[src/rtl/alu_pkg.sv]
// Shared ALU definitions: sequencer state encoding, slice width and op codes.
package alu_pkg;

    localparam int unsigned SLICE = 4;

    localparam logic ALU_OP_ADD = 1'b0;
    localparam logic ALU_OP_SUB = 1'b1;

    typedef enum logic [1:0] {
        IDLE = 2'd0,
        RUN  = 2'd1,
        DONE = 2'd2
    } seq_state_e;

endpackage : alu_pkg

[src/rtl/cla_slice4.sv]
// Purely combinational 4-bit carry-look-ahead adder slice.
module cla_slice4 (
    input  logic [3:0] a,
    input  logic [3:0] b,
    input  logic       cin,
    output logic [3:0] s,
    output logic       cout
);

    logic [3:0] p;
    logic [3:0] g;
    logic [3:0] c;

    assign p = a ^ b;
    assign g = a & b;

    // Look-ahead carries into each bit, all derived directly from P/G and cin
    assign c[0] = cin;
    assign c[1] = g[0] | (p[0] & cin);
    assign c[2] = g[1] | (p[1] & g[0]) | (p[1] & p[0] & cin);
    assign c[3] = g[2] | (p[2] & g[1]) | (p[2] & p[1] & g[0])
                | (p[2] & p[1] & p[0] & cin);
    assign cout = g[3] | (p[3] & g[2]) | (p[3] & p[2] & g[1])
                | (p[3] & p[2] & p[1] & g[0]) | (p[3] & p[2] & p[1] & p[0] & cin);

    assign s = p ^ c;

endmodule : cla_slice4

[src/rtl/addsub32_slice_sequencer.sv]
// Multi-cycle add/subtract unit: one nibble per cycle through a shared CLA slice.
module addsub32_slice_sequencer
    import alu_pkg::*;
#(
    parameter int unsigned WIDTH = 32
) (
    input  logic             clk,
    input  logic             rst_n,
    input  logic             i_valid,
    output logic             o_ready,
    input  logic [WIDTH-1:0] i_a,
    input  logic [WIDTH-1:0] i_b,
    input  logic             i_sub,
    output logic             o_valid,
    input  logic             i_ready,
    output logic [WIDTH-1:0] o_sum,
    output logic             o_cout,
    output logic             o_ovf,
    output logic             o_zero
);

    localparam int unsigned NSLICE = WIDTH / SLICE;
    localparam int unsigned CNT_W  = (NSLICE > 1) ? $clog2(NSLICE) : 1;
    localparam logic [CNT_W-1:0] LAST_CNT = CNT_W'(NSLICE - 1);

    seq_state_e       state_q;
    logic [CNT_W-1:0] cnt_q;
    logic             carry_q;
    logic [WIDTH-1:0] a_q;
    logic [WIDTH-1:0] b_q;
    logic [WIDTH-1:0] res_q;
    logic             ready_q;
    logic             valid_q;
    logic             cout_q;
    logic             ovf_q;
    logic             zero_q;

    logic [SLICE-1:0] sl_s;
    logic             sl_cout;
    logic [WIDTH-1:0] res_d;

    // The single shared slice always works on the low nibble of the operand shifters
    cla_slice4 u_slice (
        .a    (a_q[SLICE-1:0]),
        .b    (b_q[SLICE-1:0]),
        .cin  (carry_q),
        .s    (sl_s),
        .cout (sl_cout)
    );

    // Result fills from the top so the first nibble ends up at the bottom after NSLICE shifts
    assign res_d = {sl_s, res_q[WIDTH-1:SLICE]};

    // Sequencer FSM with nibble count, carry flop, shift registers and result flags
    always_ff @(posedge clk or negedge rst_n) begin
        if (!rst_n) begin
            state_q <= IDLE;
            cnt_q   <= '0;
            carry_q <= 1'b0;
            a_q     <= '0;
            b_q     <= '0;
            res_q   <= '0;
            ready_q <= 1'b0;
            valid_q <= 1'b0;
            cout_q  <= 1'b0;
            ovf_q   <= 1'b0;
            zero_q  <= 1'b0;
        end else begin
            case (state_q)
                IDLE: begin
                    ready_q <= 1'b1;
                    if (i_valid && ready_q) begin
                        a_q     <= i_a;
                        b_q     <= (i_sub == ALU_OP_ADD) ? i_b : ~i_b;
                        carry_q <= (i_sub == ALU_OP_SUB);
                        cnt_q   <= '0;
                        ready_q <= 1'b0;
                        state_q <= RUN;
                    end
                end
                RUN: begin
                    a_q     <= a_q >> SLICE;
                    b_q     <= b_q >> SLICE;
                    res_q   <= res_d;
                    carry_q <= sl_cout;
                    if (cnt_q == LAST_CNT) begin
                        // Carry into the MSB is a^b^s at bit 3 of the last slice
                        cout_q  <= sl_cout;
                        ovf_q   <= a_q[SLICE-1] ^ b_q[SLICE-1] ^ sl_s[SLICE-1] ^ sl_cout;
                        zero_q  <= (res_d == '0);
                        valid_q <= 1'b1;
                        state_q <= DONE;
                    end else begin
                        cnt_q <= cnt_q + CNT_W'(1);
                    end
                end
                DONE: begin
                    if (i_ready) begin
                        valid_q <= 1'b0;
                        ready_q <= 1'b1;
                        state_q <= IDLE;
                    end
                end
                default: begin
                    ready_q <= 1'b0;
                    valid_q <= 1'b0;
                    state_q <= IDLE;
                end
            endcase
        end
    end

    assign o_ready = ready_q;
    assign o_valid = valid_q;
    assign o_sum   = res_q;
    assign o_cout  = cout_q;
    assign o_ovf   = ovf_q;
    assign o_zero  = zero_q;

endmodule : addsub32_slice_sequencer

[config.mk]
export PLATFORM = sky130hd
export DESIGN_NAME = addsub32_slice_sequencer
export DESIGN_NICKNAME = d
export VERILOG_FILES = /design/src/rtl/alu_pkg.sv /design/src/rtl/cla_slice4.sv /design/src/rtl/addsub32_slice_sequencer.sv
export SDC_FILE = /design/constraint.sdc
export NUM_CORES = 1
export LEC_CHECK = 0
export CAP_MARGIN = 20
export CORE_MARGIN = 8
export CORE_UTILIZATION = 30
export DETAILED_ROUTE_END_ITERATION = 8
export HOLD_SLACK_MARGIN = 0.1
export SLEW_MARGIN = 5
export SYNTH_ARGS = -nofsm -noshare
export SYNTH_HDL_FRONTEND = slang
export SYNTH_SLANG_ARGS = --single-unit
[constraint.sdc]
create_clock -name clk -period 2.3 [get_ports clk]
set_input_delay 0.69 -clock clk [delete_from_list [all_inputs] [get_ports clk]]
set_output_delay 0.69 -clock clk [all_outputs]
set_load 0.02 [all_outputs]
==> results of run 1 <==
-- placed cells by master, fill, tap and decap left out, types with 2 or more instances in the layout --
cell type	n
a31oi_1	28
nor2_4	2
clkdlybuf4s50_1	103
o21ai_1	37
buf_12	7
o31ai_1	3
inv_1	7
mux2_2	2
a21oi_1	3
xor2_1	32
nor4_1	5
xnor2_1	3
dfrtp_1	107
ha_1	6
clkbuf_16	9
o22ai_1	28
nand2_1	179
buf_4	9
or3_1	2
bufinv_16	2
clkinvlp_4	2
nor2_1	33
a211oi_1	2
a22o_1	5
nand3_1	2
o21ai_0	2
-- logic make-up after synthesis --
kind of cell / count (synthesis) / synth area share [%]
muxes: 3 / 0.657
and+or+nand+nor: 231 / 18.9
buffers and inverters: 46 / 4.32
xor gates and xnor gates: 35 / 6.19
AOI/OAI and AO/OA: 113 / 13.9
adders and majority gates: 7 / 1.92
DFF: 107 / 54.1
-- sequential cells by signal, indices dropped and copies added (netlist names) --
| register | count |
|---|---|
| a_q | 32 |
| cnt_q | 3 |
| o_zero | 1 |
| o_sum | 32 |
| state_q | 2 |
| o_ovf | 1 |
| carry_q | 1 |
| o_valid | 1 |
| o_ready | 1 |
| b_q | 32 |
| o_cout | 1 |
-- metrics by stage --
step	std cells	hold slack [ns]	setup slack, ns
4_1_cts	859	0.285	0.159
5_1_grt	859	0.304	0.123
6_report	859	0.281	0.183
3_5_place_dp	844	0.468	0.114
2_1_floorplan	542	0.394	0.472
3_3_place_gp	844	0.463	0.115
-- layer usage --
| metal | track usage, % | routed length (um) |
|---|---|---|
| met1 | 15.9 | 5700 |
| met2 | 19.4 | 5670 |
| met3 | 3.60 | 816 |
| met4 | 3.89 | 195 |
| met5 | 0 | 0 |
-- area by class of cell --
class / instances / area, um^2
fillers: 1649 / 9730
clock inverters: 4 / 75.1
well taps: 220 / 275
flip-flops and latches: 107 / 2680
inverters: 8 / 30.0
clock buffers: 11 / 243
repair buffers: 120 / 1240
multi-input cells: 389 / 2070
-- where the power goes --
| group | total [uW] | leakage [uW] | switching, uW | internal [uW] |
|---|---|---|---|---|
| combinational | 4240 | 0.00145 | 2360 | 1880 |
| sequential | 3450 | 0.00131 | 661 | 2790 |
| clock | 1640 | 0.000148 | 666 | 979 |
| total | 9330 | 0.00291 | 3690 | 5640 |
-- worst max path at each step --
| stage | to | cells after the start | startpoint |
|---|---|---|---|
| after CTS | o_sum[4] | 1 | o_sum[4] |
| after global placement | b_q[27] | 6 | i_valid |
| after floorplan | o_zero | 6 | carry_q |
| final | o_sum[4] | 1 | o_sum[4] |
| after detailed placement | b_q[19] | 6 | i_valid |
| after global routing | o_zero | 6 | carry_q |
==> reports/metrics.cfg, run 1 <==
[yosys]
synthArstFlopShare_pct=100
netlist_area_mm2=0.00495
syn_inst=542
synth_edf_count=0
syn_avg_cell_area_um2=9.14
synth_area_leaders=dfrtp_1 (54%), nand2_1 (14%), xor2_1 (5.7%)
ys_seq_elements=107
synth_cell_types=41
synth.most_common_cell=nand2_1
seq_area_frac_synth_pct=54.1
synth_commonest_cells=nand2_1 (179), dfrtp_1 (107), o21ai_1 (37)
yosysWarnings=0
synth_top_cell_by_area=dfrtp_1
synth_nets=618
synth-main-ff-cell=dfrtp_1
yosysTopAreaCellShare_pct=54.1

[layout]
drive_gt1_share_pct=6.57
stdcell_area_mm2=0.00662
post-route-util_pct=40.5
area_growth_pct=33.6
n_antenna_cell=0
nNetsFinal=711

[sta]
slew_headroom_pct=72.3
rsz0062_at_grt=no
finalCriticalPeriod_ns=2.12
hold_viol=0
slew_violations=0
setup_tns_ns=0
tightest_slew_ns=0.416
max_freq_mhz=472
setup_viol=0
clock_skew_ns=0.00833
fin_crit_sh_pct=92.0

[pwr]
peakVddDrop_v=0.000489
total_power_uw=9330
p_per_area_mw_per_mm2=1410
power_leakage_uw=0.00291

[routing]
ant_nets=0
drt_wl_total_um=12400
drt_pass1_iterations=4
vias=4111
post_drt_via_cell_ratio=4.79
routedWlPerCell_um=14.4
drtIter0Drc=278
drc=0

[critical_path]
worstPathMaxFanout=4
r2r_slack_ns=0.27
reg2reg_depth=6
crit_chain=clkdlybuf4s50_1
end_kind=output pin
critPathKind=flip-flop to output pin
startpoint_type=flip-flop
rr_startpoint=carry_q
max_stage_delay_ns=0.64
crit_required_ns=1.61
r2r_end=o_zero
slowest_stage=clkdlybuf4s50_1
path_buf_inv=1
path_delay_family=buffers and inverters
cp.arrival_ns=1.43

[cts]
cts_setup_buffers=0
hold_buffers=0
cts_tree=done
htree_levels=3
max-clock-path-buffers=2
cts.clk_slew.worst_paths_ns=0.07
cts.sink_count=107
ctsResizeCount=0
cts_inserted_buffers=9
clockRootBuffer=clkbuf_16
clk_latency_ns=0.34

[run]
maxCapViolations=0

[grt]
grt_pass1_vias=4152
grt_max_degree=64
track_usage_pct=12.3
antenna_found_initial=0
grt_pass1_wl_um=20500
overflow=0

[floorplanning]
initial_core_util_pct=30.3
die_x_um=144
num_rows=47
dieArea_mm2=0.0209
dieHeight_um=144
ios=106
coreArea_mm2=0.0163

[hold_path]
hp-class=primary input to async pin

[status]
status=finished clean

[placed_design]
io_buffers=105
placed_cell_area_mm2=0.00630
place.gp.congestion=0.733
hpwl_um=8970

No activity file was read; power rests on OpenSTA's default activity.
==> run 2: changes to the inputs <==
--- a/config.mk
+++ b/config.mk
@@ -5,11 +5,14 @@
 export SDC_FILE = /design/constraint.sdc
 export NUM_CORES = 1
 export LEC_CHECK = 0
+export ABC_AREA = 0
 export CAP_MARGIN = 20
 export CORE_MARGIN = 8
 export CORE_UTILIZATION = 30
 export DETAILED_ROUTE_END_ITERATION = 8
+export GPL_TIMING_DRIVEN = 0
 export HOLD_SLACK_MARGIN = 0.1
+export SKIP_LAST_GASP = 1
 export SLEW_MARGIN = 5
 export SYNTH_ARGS = -nofsm -noshare
 export SYNTH_HDL_FRONTEND = slang
==> reports/metrics.cfg, run 2 (synthesis gave the netlist of run 1 again) <==
[pwr]
swShare_pct=41.1  ; +1.6 points
p_clk_share_pct=16.1  ; -1.5 points
peakVddDrop_v=0.000614  ; +26%
p_seq_share_pct=37.2  ; +0.2 points
p_int_uw=5430  ; -3.7%
power_leakage_uw=0.00291  ; -0.11%
pwr-share-comb_pct=46.7  ; +1.3 points
p_per_area_mw_per_mm2=1400  ; -0.41%
power.switching_uw=3800  ; +3.0%

[critical_path]
reg2reg_depth=6  ; unchanged
path_buf_inv=1  ; unchanged
crit_required_ns=1.61  ; about the same
crit_end=o_sum[28]
path_delay_family=buffers and inverters
cp.depth=1  ; unchanged
r2r_slack_ns=0.28  ; about the same
startpoint_type=flip-flop
crit_chain=clkdlybuf4s50_1
critPathKind=flip-flop to output pin
rr_startpoint=carry_q
cp.arrival_ns=1.44  ; about the same
r2r_end=o_zero
worstPathMaxFanout=4  ; unchanged
slowest_stage=clkdlybuf4s50_1
end_kind=output pin
critPathLaunch=o_sum[28]
max_stage_delay_ns=0.65  ; about the same

[cts]
cts_tree=done
max-clock-path-buffers=2  ; unchanged
cts_setup_buffers=0  ; unchanged
clockRootBuffer=clkbuf_16
clk_latency_ns=0.35  ; about the same
htree_levels=3  ; unchanged
cts.sink_count=107  ; unchanged
cts.clk_slew.worst_paths_ns=0.07  ; about the same
cts_inserted_buffers=9  ; unchanged
ctsResizeCount=0  ; unchanged
hold_buffers=0  ; unchanged

[sta]
setup_viol=0  ; unchanged
slew_headroom_pct=55.2  ; -17 points
finalCriticalPeriod_ns=2.13  ; +0.0104 ns
clock_skew_ns=0.00683  ; -0.00150 ns
setup_slack_ns=0.173  ; -0.0104 ns
tightest_slew_ns=0.672  ; +0.256 ns
hold_viol=0  ; unchanged
fin_crit_sh_pct=92.5  ; +0.45 points
rsz0062_at_grt=no
slew_violations=0  ; unchanged
max_freq_mhz=470  ; -0.49%

[grt]
grt_max_degree=59  ; -7.8%
antenna_found_initial=0  ; unchanged
grt_pass1_vias=4285  ; +3.2%
track_usage_pct=13.5  ; +1.2 points
overflow=0  ; unchanged
grt_pass1_wl_um=22100  ; +7.8%

[layout]
n_antenna_cell=0  ; unchanged
mostFrequentLayoutCell=nand2_1
nNetsFinal=734  ; +3.2%
area_growth_pct=32.8
drive_gt1_share_pct=6.95  ; +0.38 points
layoutNonFillerInstCount=882  ; +2.7%
layout_common_cells=nand2_1 (179), dfrtp_1 (107), clkdlybuf4s50_1 (103), o21ai_1 (37), nor2_1 (33)
fillCellCount=1659  ; +0.61%

[status]
status=finished clean

[hold_path]
hp-class=primary input to async pin

[routing]
drt_pass1_iterations=4  ; unchanged
routedWlPerCell_um=15.3  ; +6.3%
vias=4211  ; +2.4%
drt_wl_total_um=13500  ; +9.2%
post_drt_via_cell_ratio=4.77  ; -0.24%
drtIter0Drc=240  ; -14%
ant_nets=0  ; unchanged
drc=0  ; unchanged

[run]
maxCapViolations=0  ; unchanged

[floorplanning]
num_rows=47  ; unchanged
dieArea_mm2=0.0209  ; unchanged
ios=106  ; unchanged
dieHeight_um=144  ; unchanged
coreArea_mm2=0.0163  ; unchanged
die_x_um=144  ; unchanged
initial_core_util_pct=30.3  ; unchanged

[placed_design]
place_ws_ns=0.0223  ; -0.0916 ns
io_buffers=104  ; -0.95%
hpwl_um=10100  ; +13%
place.gp.congestion=0.803  ; +9.6%
placed_cells=867  ; +2.7%

==> run 2: cell count changes in the layout (fill, tap and decap cells not counted), moves of 2 or more <==
cell       change
bufinv_16      -2
buf_2         +17
buf_12         -7
nor2_4         -2
clkbuf_8       +2
buf_4          -5
clkbuf_1      +15
buf_1          +2
nor2_2         +2
==> run 2: worst min-delay path by stage <==
stage / depth (start not counted) / end / from
3_3_place_gp: 2 / b_q[28] / b_q[28]
6_report: 1 / o_sum[20] / rst_n
5_1_grt: 1 / o_sum[24] / rst_n
4_1_cts: 1 / o_sum[20] / rst_n
3_5_place_dp: 2 / o_sum[1] / o_sum[1]
2_1_floorplan: 0 / a_q[0] / rst_n
==> run 2: power by group through the flow <==
stage | combinational, uW | sequential, uW | clock, uW
after floorplan | 2570 | 3610 | 0
after global placement | 4220 | 3420 | 0
after detailed placement | 4350 | 3470 | 0
after CTS | 4370 | 3430 | 1530
after global routing | 4850 | 3550 | 1600
final | 4310 | 3440 | 1490
==> run 2: metal layers <==
layer  vias up  global-route usage, %  part of all wire (%)
met1      2036                   17.6                    45
li1       2053                      -                     -
met4         0                   5.70                   1.9
met2       103                   21.1                    47
met3        19                   3.14                   6.0
met5         -                      0                     0
==> run 2: stage by stage <==
step / utilization (%) / cell area (um^2) / power (uW) / hold slack, ns / setup TNS [ns]
floorplan: - / 4950 / 6180 / 0.394 / 0
global placement: 38.3 / 6270 / 7650 / 0.465 / -368.99
detailed placement: 38.5 / 6290 / 7820 / 0.471 / 0
CTS: 40.2 / 6580 / 9330 / 0.398 / 0
global route: 40.2 / 6580 / 10000 / 0.420 / 0
finish: 40.2 / 6580 / 9230 / 0.365 / 0
==> run 2: cell type report <==
type                    count  area (um^2)  area share, %
multi-input cells         389         2060           31.3
repair buffers            105         1070           16.2
plain buffers              38          184           2.80
clock buffers              14          274           4.17
flip-flops and latches    107         2680           40.7
clock inverters             1         7.51          0.114
inverters                   8         30.0          0.457
well taps                 220          275           4.19
==> run 3: changes to the inputs <==
--- a/config.mk
+++ b/config.mk
@@ -8,10 +8,11 @@
 export ABC_AREA = 0
 export CAP_MARGIN = 20
 export CORE_MARGIN = 8
-export CORE_UTILIZATION = 30
+export CORE_UTILIZATION = 51
 export DETAILED_ROUTE_END_ITERATION = 8
 export GPL_TIMING_DRIVEN = 0
 export HOLD_SLACK_MARGIN = 0.1
+export PLACE_DENSITY = 0.8
 export SKIP_LAST_GASP = 1
 export SLEW_MARGIN = 5
 export SYNTH_ARGS = -nofsm -noshare
==> reports/metrics.cfg, run 3 (synthesis gave the netlist of run 1 again) <==
[status]
status=finished clean

[floorplanning]
num_rows=36  ; -23%
initial_core_util_pct=51.6  ; +21 points
dieArea_mm2=0.0131  ; -37%
coreArea_mm2=0.00959  ; -41%
dieHeight_um=115  ; -21%
die_x_um=115  ; -21%
ios=106  ; unchanged

[placed_design]
placed_cell_area_mm2=0.00618  ; -1.7%
io_buffers=104  ; unchanged
place.gp.congestion=0.822  ; +2.3%
hpwl_um=9150  ; -9.7%

[pwr]
pwr-share-comb_pct=47.7  ; +1.0 points
p_clk_share_pct=14.5  ; -1.6 points
swShare_pct=41.5  ; +0.35 points
peakVddDrop_v=0.000540  ; -12%
p_seq_share_pct=37.7  ; +0.5 points
power.switching_uw=3730  ; -1.7%
power_leakage_uw=0.00289  ; -0.60%
total_power_uw=9000  ; -2.5%
p_per_area_mw_per_mm2=1400  ; -0.12%
p_int_uw=5260  ; -3.1%

[sta]
finalCriticalPeriod_ns=2.13  ; +0.00785 ns
rsz0062_at_grt=no
setup_tns_ns=0  ; unchanged
slew_violations=0  ; unchanged
fin_crit_sh_pct=92.8  ; +0.34 points
setup_viol=0  ; unchanged
slew_headroom_pct=59.4  ; +4.2 points
tightest_slew_ns=0.609  ; -0.0633 ns
clock_skew_ns=0.00908  ; +0.00225 ns
hold_viol=0  ; unchanged
max_freq_mhz=468  ; -0.37%

[critical_path]
cp.arrival_ns=2.39  ; +0.95 ns
slowest_stage=fa_1
crit_required_ns=2.56  ; +0.95 ns
path_delay_family=simple AND/OR/NAND/NOR gates
worstPathMaxFanout=2  ; -2
end_kind=flip-flop
rr_startpoint=carry_q
max_stage_delay_ns=0.57  ; -0.08 ns
r2r_slack_ns=0.17  ; -0.11 ns
crit_chain=inv_1, fa_1, nor4b_1, nand4_1, or3_1, o31ai_2
reg2reg_depth=6  ; unchanged
startpoint_type=flip-flop
critPathKind=flip-flop to flip-flop
r2r_end=o_zero
path_buf_inv=1  ; unchanged

[layout]
multi_input_area_mm2=0.00206  ; unchanged
area_growth_pct=29.6
stdcell_area_mm2=0.00642  ; -2.4%
nNetsFinal=734  ; unchanged
layout.area.seq_mm2=0.00268  ; unchanged
layout_common_cells=nand2_1 (179), dfrtp_1 (107), clkdlybuf4s50_1 (103), o21ai_1 (37), nor2_1 (33)
drive_gt1_share_pct=7.39  ; +0.44 points
fillCellCount=813  ; -51%
n_antenna_cell=0  ; unchanged
mostFrequentLayoutCell=nand2_1

[grt]
grt_pass1_wl_um=20700  ; -6.4%
antenna_found_initial=0  ; unchanged
grt_max_degree=62  ; +5.1%
grt_pass1_vias=4395  ; +2.6%
track_usage_pct=19.3  ; +5.8 points
overflow=0  ; unchanged

[routing]
vias=4198  ; -0.31%
post_drt_via_cell_ratio=5.27  ; +10%
drt_wl_total_um=12100  ; -10%
routedWlPerCell_um=15.3  ; -0.51%
drt_pass1_iterations=5  ; +1
drc=0  ; unchanged
drtIter0Drc=222  ; -7.5%
ant_nets=0  ; unchanged

[run]
maxCapViolations=0  ; unchanged

[cts]
ctsResizeCount=0  ; unchanged
cts_tree=done
cts_inserted_buffers=9  ; unchanged
htree_levels=3  ; unchanged
max-clock-path-buffers=2  ; unchanged
cts.sink_count=107  ; unchanged
clk_latency_ns=0.35  ; about the same
hold_buffers=0  ; unchanged
cts_setup_buffers=0  ; unchanged
cts.clk_slew.worst_paths_ns=0.10  ; +0.03 ns
clockRootBuffer=clkbuf_8

[hold_path]
hp-class=primary input to async pin

[run 3: cell count changes in the layout (fill, tap and decap cells not counted), sizes merged]
| cell | change |
|---|---|
| bufinv | +2 |
| clkbuf | -4 |
| clkinv | +2 |
| clkinvlp | -1 |
| inv | +2 |
[run 3: layer usage]
metal / vias to the layer above / track usage, % / share of wire (%)
met1: 1994 / 24.4 / 44
met3: 14 / 3.90 / 6.5
met2: 137 / 32.6 / 48
li1: 2053 / - / -
met5: - / 0 / 0
met4: 0 / 5.24 / 1.2
[run 3: how the worst max path moves through the flow]
stage,cells past startpoint,endpoint,from
global route,6,o_zero,carry_q
finish,6,o_zero,carry_q
detailed placement,7,b_q[13],i_valid
global placement,1,a_q[18],rst_n
floorplan,6,o_zero,carry_q
CTS,6,o_zero,carry_q
[run 3: worst reg2reg max path, stage by stage, from the launching register on]
cell and delay [ns]:
dfrtp_1 0.36, inv_1 0.08, fa_1 0.57, nor4b_1 0.29, nand4_1 0.15, or3_1 0.39, o31ai_2 0.20
[run 3: layout make-up]
type                       instances  area share, %
sequential                       107           41.7
multi-input combinational        389           32.1
timing repair buffer             105           16.6
buffer                            38           2.87
tap                              133           2.59
clock buffer                      10           2.14
clock inverter                     6           1.48
inverter                           8          0.468
[run 3: per-stage QoR]
step,worst slack (ns),util (%),hold WS [ns],std cells
final,0.165,66.9,0.337,796
after global routing,0.00721,66.9,0.370,796
after CTS,0.150,66.9,0.357,796
after detailed placement,0.0437,64.5,0.461,780
after global placement,-3.34,64.2,0.461,779
after floorplan,0.472,-,0.394,542
[run 3: power by group through the flow]
stage | Clock (uW) | Sequential, uW | Combinational [uW]
final | 1310 | 3400 | 4300
after global routing | 1410 | 3510 | 4790
after CTS | 1330 | 3390 | 4320
after detailed placement | 0 | 3430 | 4290
after global placement | 0 | 3390 | 4150
after floorplan | 0 | 3610 | 2570
